--- config.mk ---
export PLATFORM = sky130hd
export DESIGN_NAME = wb_csr_file
export DESIGN_NICKNAME = d
export VERILOG_FILES = /design/src/rtl/wb_csr_file_pkg.sv /design/src/rtl/csr_counter64.sv /design/src/rtl/wb_csr_file.sv
export SDC_FILE = /design/constraint.sdc
export NUM_CORES = 2
export LEC_CHECK = 0
export ABC_AREA = 1
export CAP_MARGIN = 20
export CORE_AREA = 2 2 289 291
export DETAILED_ROUTE_END_ITERATION = 7
export DIE_AREA = 0 0 291 293
export PLACE_DENSITY = 0.67
export SETUP_SLACK_MARGIN = 0.05
export SLEW_MARGIN = 10
export SYNTH_ARGS = -nofsm -noshare
export SYNTH_HDL_FRONTEND = slang
export SYNTH_SLANG_ARGS = --single-unit
--- constraint.sdc ---
create_clock -name clk -period 2.5 [get_ports clk]
set_input_delay 0.5 -clock clk [delete_from_list [all_inputs] [get_ports clk]]
set_output_delay 0.5 -clock clk [all_outputs]
set_load 0.02 [all_outputs]
--- src/rtl/wb_csr_file_pkg.sv ---
// rtl/wb_csr_file_pkg.sv - CSR address map, mstatus masks and misa constant
//
// Purpose: shared constants for the write-back CSR file and its counters.
// Ports:   none (package).
package wb_csr_file_pkg;

    localparam logic [11:0] CSR_MSTATUS  = 12'h300;
    localparam logic [11:0] CSR_MISA     = 12'h301;
    localparam logic [11:0] CSR_MTVEC    = 12'h305;
    localparam logic [11:0] CSR_MEPC     = 12'h341;
    localparam logic [11:0] CSR_MCAUSE   = 12'h342;
    localparam logic [11:0] CSR_MTVAL    = 12'h343;
    localparam logic [11:0] CSR_MCYCLE   = 12'hB00;
    localparam logic [11:0] CSR_MINSTRET = 12'hB02;

    // MIE[3], MPIE[7], MPP[12:11] are the only stored mstatus bits.
    localparam logic [63:0] MSTATUS_WMASK   = 64'h0000_0000_0000_1888;
    // Machine mode only, so MPP always reads as M (2'b11).
    localparam logic [63:0] MSTATUS_MPP_SET = 64'h0000_0000_0000_1800;
    // MXL=2 (64-bit) in [63:62], extension I at bit 8.
    localparam logic [63:0] MISA_VALUE      = 64'h8000_0000_0000_0100;

    function automatic logic [63:0] mstatus_legalize(input logic [63:0] v);
        return (v & MSTATUS_WMASK) | MSTATUS_MPP_SET;
    endfunction

endpackage

--- src/rtl/csr_counter64.sv ---
// rtl/csr_counter64.sv - wrapping counter with increment enable and load port
//
// Purpose: mcycle/minstret storage. Load beats increment; wraps silently.
// Ports:
//   clk          in  clock
//   rst          in  synchronous active-high reset (clears to 0)
//   inc_i        in  increment by one this cycle
//   load_i       in  load load_data_i this cycle (no increment applied)
//   load_data_i  in  W  load value
//   count_o      out W  current count (register output)
module csr_counter64 #(
    parameter int W = 64
) (
    input  logic         clk,
    input  logic         rst,
    input  logic         inc_i,
    input  logic         load_i,
    input  logic [W-1:0] load_data_i,
    output logic [W-1:0] count_o
);

    logic [W-1:0] count_q;
    logic [W-1:0] count_d;

    always_comb begin
        count_d = count_q;
        if (load_i) begin
            count_d = load_data_i;
        end else if (inc_i) begin
            count_d = count_q + W'(1);
        end
    end

    always_ff @(posedge clk) begin
        if (rst) begin
            count_q <= '0;
        end else begin
            count_q <= count_d;
        end
    end

    assign count_o = count_q;

endmodule

--- src/rtl/wb_csr_file.sv ---
// rtl/wb_csr_file.sv - machine-mode CSR storage and commit point at write-back
//
// Purpose: holds trap CSRs and counters, resolves dedicated vs. generic writes,
//          offers a write-first read port to decode, and registers the
//          one-cycle PC redirect to fetch.
// Ports:
//   clk, rst                        clock, synchronous active-high reset
//   i_csr_<x>_writedata/_write_valid dedicated trap/return writes (x = mstatus,
//                                    mepc, mcause, mtval, mtvec)
//   i_csr_wen/i_csr_addr/i_csr_wdata generic CSR instruction write
//   i_retire                        one instruction retired
//   i_clint_pc/i_clint_pc_valid     redirect request
//   i_rd_addr -> o_rd_data/o_rd_illegal  combinational read port
//   o_mtvec, o_mepc, o_mie          architectural register outputs
//   o_redirect_valid/o_redirect_pc  registered redirect to fetch
module wb_csr_file
    import wb_csr_file_pkg::*;
#(
    parameter int XLEN   = 64,
    parameter int CSR_AW = 12
) (
    input  logic              clk,
    input  logic              rst,
    input  logic [XLEN-1:0]   i_csr_mstatus_writedata,
    input  logic              i_csr_mstatus_write_valid,
    input  logic [XLEN-1:0]   i_csr_mepc_writedata,
    input  logic              i_csr_mepc_write_valid,
    input  logic [XLEN-1:0]   i_csr_mcause_writedata,
    input  logic              i_csr_mcause_write_valid,
    input  logic [XLEN-1:0]   i_csr_mtval_writedata,
    input  logic              i_csr_mtval_write_valid,
    input  logic [XLEN-1:0]   i_csr_mtvec_writedata,
    input  logic              i_csr_mtvec_write_valid,
    input  logic              i_csr_wen,
    input  logic [CSR_AW-1:0] i_csr_addr,
    input  logic [XLEN-1:0]   i_csr_wdata,
    input  logic              i_retire,
    input  logic [XLEN-1:0]   i_clint_pc,
    input  logic              i_clint_pc_valid,
    input  logic [CSR_AW-1:0] i_rd_addr,
    output logic [XLEN-1:0]   o_rd_data,
    output logic              o_rd_illegal,
    output logic [XLEN-1:0]   o_mtvec,
    output logic [XLEN-1:0]   o_mepc,
    output logic              o_mie,
    output logic              o_redirect_valid,
    output logic [XLEN-1:0]   o_redirect_pc
);

    logic [XLEN-1:0] mstatus_q, mstatus_d;
    logic [XLEN-1:0] mtvec_q,   mtvec_d;
    logic [XLEN-1:0] mepc_q,    mepc_d;
    logic [XLEN-1:0] mcause_q,  mcause_d;
    logic [XLEN-1:0] mtval_q,   mtval_d;
    logic            redir_valid_q, redir_valid_d;
    logic [XLEN-1:0] redir_pc_q,    redir_pc_d;
    logic [XLEN-1:0] mcycle, minstret;

    logic gen_mstatus, gen_mtvec, gen_mepc, gen_mcause, gen_mtval;
    logic gen_mcycle, gen_minstret;

    assign gen_mstatus  = i_csr_wen && (i_csr_addr == CSR_MSTATUS);
    assign gen_mtvec    = i_csr_wen && (i_csr_addr == CSR_MTVEC);
    assign gen_mepc     = i_csr_wen && (i_csr_addr == CSR_MEPC);
    assign gen_mcause   = i_csr_wen && (i_csr_addr == CSR_MCAUSE);
    assign gen_mtval    = i_csr_wen && (i_csr_addr == CSR_MTVAL);
    assign gen_mcycle   = i_csr_wen && (i_csr_addr == CSR_MCYCLE);
    assign gen_minstret = i_csr_wen && (i_csr_addr == CSR_MINSTRET);

    // Next-state values double as the write-first bypass for the read port,
    // so masks and dedicated-over-generic priority live in one place.
    always_comb begin
        mstatus_d = mstatus_q;
        if (i_csr_mstatus_write_valid) begin
            mstatus_d = mstatus_legalize(i_csr_mstatus_writedata);
        end else if (gen_mstatus) begin
            mstatus_d = mstatus_legalize(i_csr_wdata);
        end

        mtvec_d = mtvec_q;
        if (i_csr_mtvec_write_valid) begin
            mtvec_d = {i_csr_mtvec_writedata[XLEN-1:2], 2'b00};
        end else if (gen_mtvec) begin
            mtvec_d = {i_csr_wdata[XLEN-1:2], 2'b00};
        end

        mepc_d = mepc_q;
        if (i_csr_mepc_write_valid) begin
            mepc_d = {i_csr_mepc_writedata[XLEN-1:2], 2'b00};
        end else if (gen_mepc) begin
            mepc_d = {i_csr_wdata[XLEN-1:2], 2'b00};
        end

        mcause_d = mcause_q;
        if (i_csr_mcause_write_valid) begin
            mcause_d = i_csr_mcause_writedata;
        end else if (gen_mcause) begin
            mcause_d = i_csr_wdata;
        end

        mtval_d = mtval_q;
        if (i_csr_mtval_write_valid) begin
            mtval_d = i_csr_mtval_writedata;
        end else if (gen_mtval) begin
            mtval_d = i_csr_wdata;
        end

        redir_valid_d = i_clint_pc_valid;
        redir_pc_d    = i_clint_pc_valid ? i_clint_pc : redir_pc_q;
    end

    always_ff @(posedge clk) begin
        if (rst) begin
            mstatus_q     <= MSTATUS_MPP_SET;
            mtvec_q       <= '0;
            mepc_q        <= '0;
            mcause_q      <= '0;
            mtval_q       <= '0;
            redir_valid_q <= 1'b0;
            redir_pc_q    <= '0;
        end else begin
            mstatus_q     <= mstatus_d;
            mtvec_q       <= mtvec_d;
            mepc_q        <= mepc_d;
            mcause_q      <= mcause_d;
            mtval_q       <= mtval_d;
            redir_valid_q <= redir_valid_d;
            redir_pc_q    <= redir_pc_d;
        end
    end

    csr_counter64 #(.W(XLEN)) u_mcycle (
        .clk         (clk),
        .rst         (rst),
        .inc_i       (1'b1),
        .load_i      (gen_mcycle),
        .load_data_i (i_csr_wdata),
        .count_o     (mcycle)
    );

    csr_counter64 #(.W(XLEN)) u_minstret (
        .clk         (clk),
        .rst         (rst),
        .inc_i       (i_retire),
        .load_i      (gen_minstret),
        .load_data_i (i_csr_wdata),
        .count_o     (minstret)
    );

    // Counters bypass only a same-cycle load, never the pending increment.
    always_comb begin
        o_rd_data    = '0;
        o_rd_illegal = 1'b0;
        case (i_rd_addr)
            CSR_MSTATUS:  o_rd_data = mstatus_d;
            CSR_MISA:     o_rd_data = MISA_VALUE;
            CSR_MTVEC:    o_rd_data = mtvec_d;
            CSR_MEPC:     o_rd_data = mepc_d;
            CSR_MCAUSE:   o_rd_data = mcause_d;
            CSR_MTVAL:    o_rd_data = mtval_d;
            CSR_MCYCLE:   o_rd_data = gen_mcycle   ? i_csr_wdata : mcycle;
            CSR_MINSTRET: o_rd_data = gen_minstret ? i_csr_wdata : minstret;
            default:      o_rd_illegal = 1'b1;
        endcase
    end

    assign o_mtvec          = mtvec_q;
    assign o_mepc           = mepc_q;
    assign o_mie            = mstatus_q[3];
    assign o_redirect_valid = redir_valid_q;
    assign o_redirect_pc    = redir_pc_q;

endmodule

==> Word-level counts from Yosys, hierarchy flattened <==
Index checks and enable logic that the tools add are counted.
{ "op_classes": {"addsub": 2, "eq_ne": 15, "muxes": 17, "n_reduce_logical": 9} }
{ "op_table": {"columns": ["cell", "count"], "rows": [
  ["$mux W64", 15],
  ["$pmux W64 S8", 1],
  ["$eq A12 B10 Y1 const B", 11],
  ["$add A64 B1 Y64 const B", 2],
  ["$eq A12 B12 Y1 const B", 4],
  ["$reduce_or A8 Y1", 1],
  ["$logic_and A1 B1 Y1", 7],
  ["$reduce_bool A2 Y1", 1],
  ["$mux W1", 1]
]} }
{ "totals": {"ff_bits": 513, "inputBits": 482, "output_inout_bits": 259, "word_cells": 52} }

==> Logic depth before layout (Yosys ltp) <==
Gate-level depths: netlist of run 1.
{ "logic_depth": {"depth_word": 5, "mapped_depth": 14, "depth_no_buf": 13} }

==> Hierarchy <==
From an unflattened synthesis of run 1, not the netlist that was laid out.
{ "unflattened": {"cells_unflattened": 5076, "area_unflattened_um2": 31333.8} }
{ "modules_own_cells": {"columns": ["mod", "instances", "cells_each", "area_per_inst_um2", "seq_area_each_um2"], "rows": [
  ["wb_csr_file", 1, 3644, 22271.4, 7707.4],
  ["csr_counter64 (u_minstret)", 1, 711, 4556.9, 1281.2],
  ["csr_counter64 (u_mcycle)", 1, 721, 4505.6, 1281.2]
]} }

==> Worst setup path after synthesis of run 1 <==
No wires, ideal clock.
{ "synth_path": {"path_type": "input port to output port", "start": "input i_csr_addr[5]", "end": "output o_rd_data[12]", "arrival_ns": 1.922, "required_time_ns": 2.000, "setup_slack_ns": 0.078, "path_stages": 12, "n_path_buf": 3, "cell_sequence": "nor2_1 -> nand2_1 -> nor2_4 -> nand2_2 -> buf_6 -> buf_6 -> buf_6 -> o21ai_0 -> nand2_1 -> nand3_1 -> nor2_1 -> nand2_1"} }
{ "synth_via": {"elab_chain_len": 5, "elab_cells_between_ends": 27, "cone_classes": "eq/ne: 7; mux: 13; reduce/logical: 7"} }
{ "synth_lines": {"columns": ["element", "line_no", "source"], "rows": [
  ["start, declared", "wb_csr_file.sv:35", "input logic [CSR_AW-1:0] i_csr_addr,"],
  ["$eq A12 B10 Y1 (on tied branches)", null, null],
  ["$logic_and A1 B1 Y1 (on tied branches)", null, null],
  ["$mux W64 (on tied branches) (2 in series)", null, null],
  ["$pmux W64 S8 (*)", "wb_csr_file.sv:154", "case (i_rd_addr)"],
  ["end, declared", "wb_csr_file.sv:41", "output logic [XLEN-1:0] o_rd_data,"]
]} }
Mark *: on every way between the ends. The rest lies on a longest branch, timed or not.

==> Final worst setup path of run 1 <==
{ "layout_path": {"start": "input i_csr_addr[3]", "end": "output o_rd_data[48]"} }
The elaborated chain is that of the path after synthesis.

==> results.json, run 1 <==
{
  "drv_slew": 0,
  "clk_pin_slew_ns": 0.06,
  "critPathCapture": "o_rd_data[48]",
  "end_kind": "output port",
  "ir_drop_v": 0.000529,
  "rows": 105,
  "synth-seq-cells": 513,
  "startpoint": "i_csr_addr[3]",
  "r2r_cells": 10,
  "switching_share_pct": 29.8,
  "routabilityCongestion": 1.07,
  "yosys_warnings": 0,
  "path_class": "input pin to output port",
  "max-clock-path-buffers": 3,
  "rsz0062_at_grt": "true",
  "final-seq-area_um2": 10300,
  "arrival_ns": 2.54,
  "multi_input_area_um2": 22000,
  "routedWlPerCell_um": 27.1,
  "coreArea_um2": 81800,
  "avgSynthCellArea_um2": 5.94,
  "fin_ws_ns": -0.541,
  "remaining_drc_errors": 0,
  "violations": "negative setup slack",
  "power.density_nw_per_um2": 416,
  "ios": 741,
  "highest_layer": "met5",
  "drt_iter0_drc": 5974,
  "worst_slew_pin_slew_ns": 0.954,
  "drive_gt1_share_pct": 32.6,
  "period_minus_slack_ns": 3.04,
  "clock_sinks": 513,
  "yosysSeqAreaShare_pct": 33.5,
  "wirelength_um": 211000,
  "fmax_ghz": 0.329,
  "dieArea_um2": 85300,
  "dp_hpwl_um": 153000,
  "post-place-ws_ns": -1.54,
  "cellInternalPower_w": 0.0161,
  "cp.required_ns": 2.00,
  "port_buffers": 674,
  "status": "finished with violations",
  "grt_util_all_layers_pct": 46.3,
  "cts_hold_buf": 0,
  "cts_tree": "done",
  "r2r_setup_slack_ns": 0.14,
  "slew_headroom_pct": 36.4,
  "fin_worst_skew_ns": 0.0440,
  "slowest_stage": "o211ai_1",
  "crit_path_max_incr_delay_ns": 0.39,
  "r2r-end": "u_minstret.count_o[62]$_SDFFE_PP0P_",
  "antenna_found_initial": 12,
  "clockPowerShare_pct": 40.5,
  "period_share_pct": 122,
  "cap_violations": 0,
  "comb_power_share_pct": 21.1,
  "fin_util_pct": 67.3,
  "fin_nets": 7145,
  "yosysUniqueCellTypes": 44,
  "power.total_w": 0.0229,
  "clock_latency_ns": 0.68,
  "met3_length_um": 27000,
  "vias": 45000,
  "finalHoldViolations": 0,
  "cts-root-buf": "clkbuf_16",
  "grt_overflow_total": 0,
  "wl_met2_um": 87400,
  "die_h_um": 293,
  "numCtsBuffers": 61,
  "sequentialPowerShare_pct": 38.5,
  "initial_core_util_pct": 37.5,
  "area_delta_synth_final_pct": 79.6,
  "drt_first_pass_iters": 7,
  "setup_viol": 66,
  "cp_max_fo": 6,
  "hp-class": "input pin to register",
  "power_switching_w": 0.00684,
  "grt_max_degree": 143,
  "mostFrequentLayoutCells": "nand2_1, nor2_1, buf_4",
  "die_x_um": 291,
  "fillCellCount": 6905,
  "p_leak_nw": 24.4,
  "final_common_cell": "nand2_1",
  "startpoint_type": "input pin",
  "r2r-start": "u_minstret.count_o[26]$_SDFFE_PP0P_",
  "syn_area_um2": 30700,
  "grt_pass1_vias": 41600,
  "met1_length_um": 76300,
  "viasPerCell": 5.78,
  "postSynthNetCount": 5642,
  "cp_cell_sequence": "buf_8 -> nor2_4 -> nand2_4 -> nor2_4 -> buf_6 -> nand2_8 -> buf_12 -> buf_6 -> o211ai_1 -> nand3_4 -> nor2_4 -> nand2_4 -> buf_6",
  "htreeDepth": 2,
  "syn_inst": 5158,
  "ant_nets": 0,
  "grt_first_pass_wirelength_um": 289000
}
-- worst min path at each step --
stage / startpoint / end / slack (ns) / depth (start not counted)
after floorplan: mstatus_q[11]$_SDFF_PP1_ / mstatus_q[11]$_SDFF_PP1_ / 0.41 / 2
after global placement: mstatus_q[12]$_SDFF_PP1_ / mstatus_q[12]$_SDFF_PP1_ / 0.41 / 2
after detailed placement: mstatus_q[0]$_SDFF_PP0_ / mstatus_q[0]$_SDFF_PP0_ / 0.43 / 2
after CTS: rst / o_mepc[3]$_SDFF_PP0_ / 0.11 / 2
after global routing: rst / o_mepc[3]$_SDFF_PP0_ / 0.14 / 2
final: rst / o_mepc[3]$_SDFF_PP0_ / 0.12 / 2
-- power groups by stage --
stage                     clock network (W)  registers (W)  logic, W
after floorplan                           0        0.00914   0.00124
after global placement                    0        0.00894   0.00408
after detailed placement                  0        0.00895   0.00411
after CTS                           0.00922        0.00879   0.00449
after global routing                0.00953        0.00884   0.00501
final                               0.00928        0.00882   0.00483
-- worst max-delay path: cells and delay by family --
family	cells	cell delay (ns)
simple gates	7	0.98
compound gates	1	0.39
buf+inv	5	0.67
-- metal layers --
metal  vias up  track usage [%]
met5         -                0
met4         2             34.5
met3       897             11.6
met2      3474             69.0
met1     20900             57.7
li1      19700                -
-- Yosys cell counts, drive strengths merged --
library cell     n  area (um2)
o2111ai          1        8.76
o21ai          257        1290
o21a             4        30.0
a211oi           3        22.5
nor4             3        18.8
clkinv           4        15.0
a21boi           1        7.51
o221ai           2        17.5
nor3b            4        30.0
xor2            34         298
a31oi            5        31.3
o21bai          10        75.1
nor3            20         116
dfxtp          513       10300
o22ai           15        93.8
nand3          875        4380
buf            124         607
inv            299        1120
o211ai          30         225
clkbuf         189         711
and3b            1        8.76
a22oi            4        30.0
xnor2            4        35.0
nand2         1392        5240
a21oi          168         841
ha               2        25.0
and2            13        81.3
nand4           59         369
nor2           962        3650
nand3b          11        82.6
or2            149         932
-- area by class of cell --
type | count | share of cell area [%]
multi-input combinational | 4031 | 40.0
timing repair buffer | 1751 | 33.1
sequential | 513 | 18.6
clock buffer | 92 | 3.26
tap | 1070 | 2.43
inverter | 303 | 2.18
clock inverter | 18 | 0.359
antenna | 10 | 0.0454
-- timing repair --
item                                    in CTS  in global routing
endpoints found under the setup margin      76                 74
resized for setup                         1266                525
pin swaps                                  284                257
buffers inserted                           168                 54
cloned                                      39                  7
-- cells by family after synthesis --
family,Yosys count,synth area share (%)
adder cells (fa/ha/maj),2,0.0816
buffers and inverters,616,8.01
AO/OA/AOI/OAI,500,8.70
flip-flops,513,33.5
XOR/XNOR,38,1.09
AND/OR/NAND/NOR,3489,48.6
-- through the flow --
stage	hold WS (ns)	setup TNS [ns]	cell area, um2	instances
after floorplan	0.406	0	30700	5158
after global placement	0.413	-136.45	45300	7429
after detailed placement	0.426	-144.68	45300	7429
after CTS	0.115	-23.62	52700	7742
after global routing	0.140	-29.68	55100	7782
final	0.116	-27.82	55100	7788
-- registers in the layout, indices dropped and copies added (netlist names) --
register and cells:
u_mcycle.count_o 64, u_minstret.count_o 64, mtval_q 64, mstatus_q 64, o_redirect_pc 64, o_mtvec 64
o_redirect_valid 1, o_mepc 64, mcause_q 64
Note: power is estimated with default switching activity, not from simulation.
==> run 2: changes to the inputs <==
==> constraint.sdc (replaced) <==
create_clock -name clk -period 2.5 [get_ports clk]
set_input_delay 0.25 -clock clk [delete_from_list [all_inputs] [get_ports clk]]
set_output_delay 0.25 -clock clk [all_outputs]
set_load 0.02 [all_outputs]
==> run 2 against run 1 <==
The flow still finishes with violations (negative setup slack). Sequential cell count unchanged. Cell count decreased by 2.2%. First-iteration DRC count shrank 2.0%. Critical path type unchanged. Non-clock buffer count is 170 lower.
==> results.json, run 2 (synthesis gave the netlist of run 1 again) <==
{
  "fin_ws_ns": -0.0873,
  "cap_violations": 0,
  "fin_util_pct": 64.2,
  "cts_tree": "done",
  "htreeDepth": 2,
  "fin_worst_skew_ns": 0.0504,
  "max-clock-path-buffers": 3,
  "coreArea_um2": 81800,
  "viasPerCell": 5.77,
  "cp_cell_sequence": "buf_8 -> nor2_4 -> nand3_4 -> buf_6 -> nor2_4 -> nand2_8 -> bufbuf_16 -> nand2_1 -> o21ai_1 -> nand2_1 -> nand3_2 -> nor2_2 -> nand2_2 -> buf_6",
  "fin_nets": 6975,
  "setup_viol": 7,
  "finalHoldViolations": 0,
  "clock_latency_ns": 0.68,
  "drive_gt1_share_pct": 27.6,
  "hp-class": "input pin to register",
  "ir_drop_v": 0.000616,
  "rsz0062_at_grt": "true",
  "grt_util_all_layers_pct": 45.2,
  "ios": 741,
  "ant_nets": 0,
  "port_buffers": 674,
  "drv_slew": 0,
  "r2r-start": "u_minstret.count_o[1]$_SDFFE_PP0P_",
  "area_delta_synth_final_pct": 71.3,
  "vias": 44000,
  "r2r_cells": 11,
  "dieArea_um2": 85300,
  "violations": "negative setup slack",
  "slew_headroom_pct": 37.6,
  "crit_path_max_incr_delay_ns": 0.30,
  "critPathCapture": "o_rd_data[58]",
  "grt_first_pass_wirelength_um": 282000,
  "startpoint_type": "input pin",
  "clock_sinks": 513,
  "antenna_found_initial": 11,
  "drt_iter0_drc": 5857,
  "dp_hpwl_um": 150000,
  "fmax_ghz": 0.386,
  "path_class": "input pin to output port",
  "period_share_pct": 103,
  "end_kind": "output port",
  "status": "finished with violations",
  "grt_pass1_vias": 40500,
  "grt_overflow_total": 0,
  "cts-root-buf": "clkbuf_16",
  "clk_pin_slew_ns": 0.06,
  "period_minus_slack_ns": 2.59,
  "wirelength_um": 205000,
  "routabilityCongestion": 1.06,
  "rows": 105,
  "die_h_um": 293,
  "mostFrequentLayoutCells": "nand2_1, nor2_1, nand3_1",
  "final_common_cell": "nand2_1",
  "initial_core_util_pct": 37.5,
  "p_leak_nw": 23.1,
  "drt_first_pass_iters": 8,
  "r2r-end": "u_minstret.count_o[60]$_SDFFE_PP0P_",
  "cp_max_fo": 8,
  "final.setup.tns_ns": -0.245,
  "slowest_stage": "bufbuf_16",
  "worst_slew_pin_slew_ns": 0.927,
  "numCtsBuffers": 61,
  "r2r_setup_slack_ns": 0.14,
  "cp.required_ns": 2.25,
  "whs_path_depth": 4,
  "routedWlPerCell_um": 26.9,
  "hold_path.startpoint": "i_csr_mtvec_write_valid",
  "holdWs_ns": 0.0843,
  "arrival_ns": 2.34,
  "startpoint": "i_csr_addr[3]",
  "power.density_nw_per_um2": 438,
  "remaining_drc_errors": 0,
  "die_x_um": 291,
  "grt_max_degree": 146
}
==> run 2: changes by cell type in the layout (fill, tap and decap cells not counted), moves of 36 or more <==
cell / previous run / this run
nand2_1: 1111 / 1205
buf_4: 769 / 632
nand3_1: 647 / 698
nand2_2: 165 / 128
nand3_2: 176 / 122
nor2_1: 802 / 838
nand2_4: 108 / 52
==> run 2: worst min-delay path by stage <==
stage	endpoint	slack [ns]
3_5_place_dp	mstatus_q[12]$_SDFF_PP1_	0.42
5_1_grt	o_mtvec[63]$_SDFF_PP0_	0.11
2_1_floorplan	o_redirect_pc[0]$_SDFFE_PP0P_	0.38
3_3_place_gp	mstatus_q[12]$_SDFF_PP1_	0.41
4_1_cts	o_mtvec[63]$_SDFF_PP0_	0.07
6_report	o_mtvec[63]$_SDFF_PP0_	0.08
==> run 2: stage by stage <==
step	instances	total power [W]	setup slack [ns]	instance area (um2)
global placement	7344	0.0129	-1.13	44500
global route	7613	0.0235	-0.118	52500
finish	7620	0.0230	-0.0873	52500
floorplan	5158	0.0104	0.578	30700
detailed placement	7344	0.0130	-1.16	44500
CTS	7585	0.0227	0.0127	50800
==> run 2: timing repair <==
item                                   4_1_cts  5_1_grt
hold buffers                                 2        0
buffers inserted                            91       28
endpoints found under the hold margin        6        0
pin swaps                                  198      191
resized for setup                          995      419
setup endpoints to repair                   65       69
cloned                                      39        5
==> run 2: layer usage <==
metal | part of all wire (%) | global-route usage [%] | vias to the layer above
met4 | 9.2 | 33.3 | 4
met5 | 0.011 | 0.113 | -
met1 | 36 | 56.3 | 20500
met3 | 13 | 11.1 | 830
li1 | - | - | 19400
met2 | 42 | 68.0 | 3300
==> run 2: worst max-delay path, delay by kind of cell <==
| family | cells | cell delay [ns] |
|---|---|---|
| AND/OR/NAND/NOR | 9 | 1.25 |
| AO/OA/AOI/OAI | 1 | 0.12 |
| buffers and inverters | 4 | 0.70 |
==> run 2: cell type report <==
cell class / instances / area, um2
fill: 7273 / 29300
inverter: 303 / 1190
clock buffer: 89 / 1780
tap: 1070 / 1340
multi-input combinational: 4031 / 21000
sequential: 513 / 10300
clock inverter: 24 / 333
timing repair buffer: 1581 / 16600
antenna: 9 / 22.5
==> run 2: power by group <==
group / total [W] / switching [W] / internal [W]
sequential: 0.00883 / 0.000270 / 0.00856
clock: 0.00977 / 0.00412 / 0.00564
combinational: 0.00443 / 0.00237 / 0.00207
